`config.mk`:
```
export PLATFORM = sky130hd
export DESIGN_NAME = collatz_sweep_ctrl
export DESIGN_NICKNAME = d
export VERILOG_FILES = /design/src/rtl/collatz_sweep_ctrl.sv
export SDC_FILE = /design/constraint.sdc
export NUM_CORES = 1
export LEC_CHECK = 0
export ABC_AREA = 0
export CORE_MARGIN = 8
export CORE_UTILIZATION = 44
export DETAILED_ROUTE_END_ITERATION = 16
export GPL_ROUTABILITY_DRIVEN = 1
export GPL_TIMING_DRIVEN = 0
export MAX_ROUTING_LAYER = met4
export PLACE_DENSITY = 0.77
export SLEW_MARGIN = 20
export SYNTH_ARGS = -nofsm -noshare
export SYNTH_HDL_FRONTEND = slang
export SYNTH_SLANG_ARGS = --single-unit
```
`constraint.sdc`:
```
create_clock -name clk -period 2.2 [get_ports clk]
set_input_delay 0.33 -clock clk [delete_from_list [all_inputs] [get_ports clk]]
set_output_delay 0.33 -clock clk [all_outputs]
set_load 0.01 [all_outputs]
```
`src/rtl/collatz_sweep_ctrl.sv`:
```
// collatz_sweep_ctrl: sweeps a range of Collatz start values through an
// external combinational step core. It records the start value with the
// longest orbit and counts the starts that overflowed or hit the step cap.
module collatz_sweep_ctrl #(
    parameter int unsigned BITS      = 64,
    parameter int unsigned OLEN_BITS = 16,
    parameter int unsigned CNT_BITS  = 16
) (
    input  logic                 clk,
    input  logic                 reset,
    input  logic                 start,
    input  logic [BITS-1:0]      base,
    input  logic [CNT_BITS-1:0]  count,
    input  logic                 abort,
    output logic [BITS-1:0]      core_iter,
    input  logic [BITS-1:0]      core_next,
    input  logic                 core_ovf,
    output logic                 busy,
    output logic                 done,
    output logic                 aborted,
    output logic [BITS-1:0]      best_start,
    output logic [OLEN_BITS-1:0] best_len,
    output logic [BITS-1:0]      cur_start,
    output logic [CNT_BITS-1:0]  ovf_count
);

    typedef enum logic [2:0] {
        S_IDLE,
        S_LOAD,
        S_RUN,
        S_RECORD,
        S_DONE
    } state_t;

    state_t               state;
    state_t               state_next;
    logic [BITS-1:0]      iter;
    logic [OLEN_BITS-1:0] len;
    logic [CNT_BITS-1:0]  remaining;
    logic                 valid;
    logic                 accept;
    logic                 iter_is_one;
    logic                 len_capped;

    // In IDLE a simultaneous abort suppresses the start request.
    assign accept      = (state == S_IDLE) && start && !abort;
    assign iter_is_one = (iter == BITS'(1));
    assign len_capped  = (len == '1);

    assign core_iter = iter;
    assign busy      = (state == S_LOAD) || (state == S_RUN) || (state == S_RECORD);
    assign done      = (state == S_DONE);

    // State register.
    always_ff @(posedge clk) begin
        if (reset) state <= S_IDLE;
        else       state <= state_next;
    end

    // Next-state selection; abort overrides everything while a sweep is active.
    always_comb begin
        state_next = state;
        case (state)
            S_IDLE: begin
                if (accept) state_next = (count == '0) ? S_DONE : S_LOAD;
            end
            S_LOAD: begin
                if (abort)                 state_next = S_DONE;
                else if (cur_start == '0)  state_next = S_RECORD;
                else                       state_next = S_RUN;
            end
            S_RUN: begin
                if (abort)                                   state_next = S_DONE;
                else if (iter_is_one || core_ovf || len_capped) state_next = S_RECORD;
            end
            S_RECORD: begin
                if (abort)                          state_next = S_DONE;
                else if (remaining == CNT_BITS'(1)) state_next = S_DONE;
                else                                state_next = S_LOAD;
            end
            S_DONE:  state_next = S_IDLE;
            default: state_next = S_IDLE;
        endcase
    end

    // Sweep datapath: iterate, orbit length, best tracking and overflow count.
    always_ff @(posedge clk) begin
        if (reset) begin
            iter       <= '0;
            len        <= '0;
            remaining  <= '0;
            valid      <= 1'b0;
            cur_start  <= '0;
            best_start <= '0;
            best_len   <= '0;
            ovf_count  <= '0;
            aborted    <= 1'b0;
        end else begin
            case (state)
                S_IDLE: begin
                    if (accept) begin
                        cur_start  <= base;
                        remaining  <= count;
                        best_start <= '0;
                        best_len   <= '0;
                        ovf_count  <= '0;
                        aborted    <= 1'b0;
                    end
                end
                S_LOAD: begin
                    if (abort) begin
                        aborted <= 1'b1;
                    end else begin
                        iter  <= cur_start;
                        len   <= '0;
                        valid <= 1'b0;
                    end
                end
                S_RUN: begin
                    if (abort) begin
                        aborted <= 1'b1;
                    end else if (iter_is_one) begin
                        valid <= 1'b1;
                    end else if (core_ovf || len_capped) begin
                        valid <= 1'b0;
                        if (ovf_count != '1) ovf_count <= ovf_count + CNT_BITS'(1);
                    end else begin
                        iter <= core_next;
                        len  <= len + OLEN_BITS'(1);
                    end
                end
                S_RECORD: begin
                    if (abort) begin
                        aborted <= 1'b1;
                    end else begin
                        if (valid && (len > best_len)) begin
                            best_start <= cur_start;
                            best_len   <= len;
                        end
                        remaining <= remaining - CNT_BITS'(1);
                        cur_start <= cur_start + BITS'(1);
                    end
                end
                default: ;
            endcase
        end
    end

endmodule
```
* After elaboration in Yosys (flattened, before gate mapping) *
Cells that the tools add are included.

word-level totals
  flip-flop bits (word level) = 261
  word-level logic and storage cells = 105

operators by class
  add/subtract/negate cells = 4
  $lt $le $gt $ge = 1
  eq/ne operators = 20
  multiplexer cells = 46
  reductions and logical operators = 24

operator list
  cell                                                                      number
  64-bit two-way mux                                                        9
  64-bit case mux with 2 select lines                                       3
  16-bit two-way mux                                                        13
  16-bit case mux with 2 select lines                                       4
  64-bit by 1-bit adder with 64-bit output (second input constant)          1
  64-bit by 1-bit == test with 1-bit output (second input constant)         1
  64-bit zero test                                                          1
  16-bit by 1-bit adder with 16-bit output (second input constant)          2
  3-bit two-way mux                                                         7
  16-bit by 1-bit == test with 1-bit output (second input constant)         1
  16-bit == test (second input constant)                                    1
  16-bit greater-than comparator                                            1
  16-bit zero test                                                          1
  16-bit inequality test (second input constant)                            1
  16-bit by 1-bit subtractor with 16-bit output (second input constant)     1
  2-bit inequality test (second input constant)                             6
  3-bit case mux with 4 select lines                                        1
  2-bit by 1-bit inequality test with 1-bit output (second input constant)  4
  4-bit AND reduction                                                       2
  2-bit nonzero test                                                        4
  1-bit two-way mux                                                         7
  3-bit by 2-bit == test with 1-bit output (second input constant)          2
  3-bit by 2-bit inequality test with 1-bit output (second input constant)  2
  3-bit AND reduction                                                       2
  11 further kinds                                                          18

* Longest topological paths before layout *
  word-level depth = 6
  gate-level depth with buffers = 11
  gate-level depth less buffers = 8

* Least setup slack after synthesis *
No wires, ideal clock.

  path type = register to register
  start = register best_len[1]
  end = register best_start[26]
  arrival time = 2.332 ns
  required time = 2.079 ns
  path slack = -0.253 ns
  cell stages (with the launch flop) = 11
  path buffers = 2
  period minus slack after synthesis = 2.453 ns
  path through = dfxtp_1 > inv_1 > ha_1 > nor2b_1 > o211ai_1 > a2111oi_0 > nor4_1 > a211oi_1 > clkbuf_1 > buf_2 > mux2_2

between the ends
  cells in the longest elaborated chain, start to end = 4

RTL lines
  what                                                        RTL line  text
  from (decl)                                                 22        output logic [OLEN_BITS-1:0] best_len,
  from (signal assigned)                                      138       best_len <= len;
  16-bit greater-than comparator                              136       if (valid && (len > best_len)) begin
  1-bit logical AND                                           136
  2-bit by 1-bit inequality test with 1-bit output (no line)  n/a
  4-bit AND reduction (no line)                               n/a
  to (signal assigned)                                        137       best_start <= cur_start;
  to (decl)                                                   21        output logic [BITS-1:0] best_start,

No other way between the ends.
A chain may end at the register's enable or synchronous reset.

* Final worst setup path *
  start = register len[15]
  end = register best_len[2]

between the ends
  cells in the longest elaborated chain, start to end = 4

RTL lines
  what                                                        RTL line  text
  from (decl)                                                 38        logic [OLEN_BITS-1:0] len;
  from (signal assigned)                                      129       len <= len + OLEN_BITS'(1);
  16-bit greater-than comparator                              136
  1-bit logical AND                                           136
  2-bit by 1-bit inequality test with 1-bit output (no line)  n/a
  4-bit AND reduction (no line)                               n/a

No other way between the ends.

==> flow_results.org <==
** Status
- The flow ran to the end, but the final reports show violations.
- Violations in the final reports :: setup timing

** Floorplan
- In this run the count of I/O pins placed on the die edge is 376.
- Measured along the y axis, the die boundary spans about 190 um.
- DIE WIDTH :: ~190 um
- Area of the die :: 37,100 sq um
- Number of rows in the core area :: 64
- The floorplan step defined a core boundary enclosing between 30,000 and 40,000 sq um.
- Starting Density :: 0.447

** STA
- Max_slew headroom :: 0.258
- Final hold viol count :: 0
- In the finished design, the share of the clock period the worst path needs comes to 1.26.
- Unrepaired setup endpoints after global routing :: true
- Final setup violation count :: ~230
- Number of pins exceeding their max-slew limit in the final report :: 0
- For the finished layout, the period the worst path requires is 2.77 ns.
- Setup slack on the critical path of the routed design comes to -0.568 ns.
- After routing, the total negative slack on setup checks comes to -78.34 ns.
- Max Clk Rate :: between 0.3 and 0.4 GHz
- At the pin with the least slew margin, the transition time is approximately 1.1 ns.
- Between clock sinks in the finished design, the worst skew comes to between 0.02 and 0.025 ns.

** Power
- Total power for the finished layout comes to between 0.01 and 0.015 W.
- Summed over all cells, the static leakage comes to 7.73 nW.
- IR analysis of the VDD net gives a maximum drop of 691 uV.
- Pwr Density :: 632 nW/um^2

** Setup path
- Critical path fanouts, max :: 8
- STA puts the critical path data required time at approximately 2.7 ns.
- At the worst endpoint, the arrival time is between 3 and 4 ns.
- Endpoint type of the worst setup path :: flip-flop
- By startpoint and endpoint, the worst setup path is classified as flip-flop to flip-flop.
- The worst setup path is launched from a flip-flop.
- Setup slack of the most critical reg-to-reg path :: -0.57 ns

** Detailed routing
- After detailed routing, the total wire length is roughly 78 mm.
- The detailed router put a total of roughly 29 mm of wire on met1.
- For this block, the initial DRC count from the detailed router was 2,494.
- After detailed routing, the met3 layer carries ~9.1 mm of wire.
- Wire per inst :: a little under 30 um
- After detailed routing, the met2 layer carries between 30 and 40 mm of wire.
- Top Layer Used :: met4
- The first TritonRoute pass finished after 7 iterations.
- Via count :: about 18,000
- Number of nets with antenna violations after routing :: 0
- Using the TritonRoute via totals, the vias-per-cell ratio works out to slightly below 7.
- For this run, design rule violations remaining after detail routing come to 0.

** Logic synthesis
- Of the post-synthesis cell area, the dominant cell type holds 0.381.
- Of all cell types, the one taking the most synthesized area is dfxtp_1.
- Asr flop ratio synth :: 0
- Of the synthesized area, sequential elements account for 0.381.
- Synthesized netlist net count :: roughly 1,900
- Yosys printed 0 warnings.
- After synthesis, the mean cell area works out to ~8.0 sq um.
- Synthesis produced about 1,700 cells.
- In this run, synthesis produced a sequential element count of between 200 and 300.
- Number of synthesized flops with an enable pin :: 0
- Summing every instance area after synthesis gives around 14,000 sq um.
- Count of cell types in the netlist :: 72
- Most used flip-flop cell after synthesis :: dfxtp_1
- Leading cell types by total area after synthesis :: dfxtp_1, mux2i_1, nand2_1

** Hold path
- Hold crit path type :: primary input to flip-flop

** GRT
- The number of antenna violations at the first check in global routing is 15.
- Global-route wire length before repair :: approximately 100 mm
- Maximum number of pins on one net before global-route repair :: 15
- The number of global-route vias before repair was roughly 17,000.
- Grt total ovfl :: 0
- Overall routing resource usage :: 0.375

** Clock tree
- Clock slew at the register clock pins of the worst setup and hold paths :: 0.06 ns
- The clock net in this run drives a total of between 200 and 300 sinks.
- The later pin in the worst-skew pair is clocked with a latency of between 0.5 and 0.6 ns.
- Counting the buffers created by CTS gives 31.
- CTS tree :: built
- The longest clock path from root to sink contains 3 buffers.
- CTS placed an instance of clkbuf_16 at the clock tree root.
- CTS built an H-tree with a depth of 1.

** Placement
- Post-placement setup slack :: -1.23 ns
- Including well taps, the total number of placed cells is roughly 2,500.
- Placer Congestion :: 0.986
- Once detailed placement completed, the half-perimeter wirelength came to 51.0 mm.
- During placement, the flow inserted port buffers numbering roughly 370.

** Final layout
- The net count of the finished layout is 2,377.
- Of the cells placed in the final design, the portion with a size suffix greater than 1 is 0.261.
- Once layout is complete, the cells apart from fillers number ~2,600.
- Relative to the synthesized area, the layout overhead comes to 65.5%.
- Final cell utilization of the core :: 0.741

** Flow run
- Number of max-capacitance violations reported :: 0
-- report_power, final --
part	switching, W	internal [W]	total, W	leakage (nW)
registers	0.000436	0.00494	0.00537	2.15
clock network	0.00230	0.00330	0.00560	0.526
logic	0.00177	0.00160	0.00337	5.05
total	0.00451	0.00984	0.0143	7.73
-- metal layers --
| layer | vias to the layer above | track usage |
|---|---|---|
| met5 | - | - |
| met4 | 0 | 0.189 |
| met3 | 450 | 0.0822 |
| met2 | 1558 | 0.581 |
| met1 | 8501 | 0.454 |
| li1 | 7318 | - |
-- layout by cell type, fill, tap and decap left out, types with 10 or more instances in the layout --
| cell type | count |
|---|---|
| nor4_2 | 12 |
| clkbuf_4 | 17 |
| ha_1 | 11 |
| and3_1 | 14 |
| diode_2 | 16 |
| nor4_4 | 11 |
| a31oi_1 | 12 |
| or3_1 | 10 |
| dfxtp_2 | 58 |
| buf_8 | 11 |
| a21oi_4 | 55 |
| o31ai_1 | 17 |
| clkbuf_16 | 45 |
| clkdlybuf4s50_1 | 372 |
| a211oi_2 | 58 |
| buf_4 | 69 |
| o22ai_1 | 10 |
| a21oi_2 | 20 |
| dfxtp_1 | 194 |
| nor2_1 | 89 |
| mux2i_1 | 141 |
| or4_1 | 12 |
| nand4_1 | 42 |
| o21ai_0 | 60 |
| clkbuf_2 | 28 |
| a22oi_1 | 17 |
| and2_1 | 18 |
| nand2_1 | 254 |
| a21oi_1 | 86 |
| nand3_1 | 48 |
| buf_6 | 25 |
| inv_1 | 24 |
| clkbuf_1 | 54 |
| nor3_1 | 27 |
| a211oi_1 | 32 |
| nor4_1 | 33 |
| buf_12 | 17 |
-- Yosys cell counts (all sizes together), types with 4 or more instances --
cell and count:
dfxtp 261, nand2 258, a21oi 161, mux2i 142, clkbuf 115, nor2 98, a211oi 90, o21ai 72
nor4 56, nand3 52, nand4 43, buf 38, nor3 34, o31ai 33, inv 28, ha 22
or4 21, and3 20, and2 18, a22oi 17, or3 15, a31oi 14, o22ai 10, nor2b 7
and4 6, o221ai 6, a21o 5, a311oi 5, nand2b 5, a32o 4, o211ai 4
-- critical path: stages, from the launching register on --
cell and delay [ns]:
dfxtp_2 0.37, ha_4 0.30, nand4_1 0.24, or4_4 0.58, a32oi_2 0.29, a211oi_2 0.06
buf_4 0.19, buf_12 0.13, buf_16 0.17, clkbuf_16 0.17, mux2i_1 0.17
-- worst paths after layout --
check / from / endpoint / depth (start not counted)
hold / removal: base[23] / cur_start[23] / 3
hold reg to reg: best_start[14] / best_start[14] / 2
setup / recovery: len[15] / best_len[2] / 10
setup reg to reg: len[15] / best_len[2] / 10
-- registers in the layout, summed over array words and instances (netlist names) --
register	cells
core_iter	64
ovf_count	16
valid	1
best_len	16
len	16
remaining	16
aborted	1
best_start	64
state	3
cur_start	64
-- through the flow --
step                      hold WS [ns]  instance area, sq um
after CTS                        0.346                 20700
after detailed placement         0.446                 18100
final                            0.357                 22700
after global routing             0.377                 22700
after floorplan                  0.450                 13900
after global placement           0.442                 18100
-- layout make-up --
type	count	area (sq um)
Multi-Input combinational cell	1268	9650
Fill cell	2131	7960
Sequential cell	261	5330
Timing Repair Buffer	476	4950
Buffer	140	1070
Clock buffer	40	850
Tap cell	396	495
Clock inverter	15	213
Inverter	28	105
Antenna cell	16	40.0
-- kinds of logic (layout without fill, tap and decap cells) --
logic type               after synthesis  in the layout  synth area share
XOR/XNOR                               2              2           0.00128
buffers and inverters                181            699            0.0531
adder cells (fa/ha/maj)               22             22            0.0201
multiplexers                         144            144             0.105
AO/OA/AOI/OAI                        449            449             0.206
flip-flops                           261            261             0.381
other                                  0             16                 0
AND/OR/NAND/NOR                      651            651             0.233
-- what timing repair did --
action / CTS / global route
endpoints found under the setup margin: 261 / 257
resized for setup: 285 / 371
buffers inserted: 62 / 26
cloned: 5 / 16
hold buffers: 0 / 0
pin swaps: 48 / 189
No activity file was read; power rests on OpenSTA's default activity.
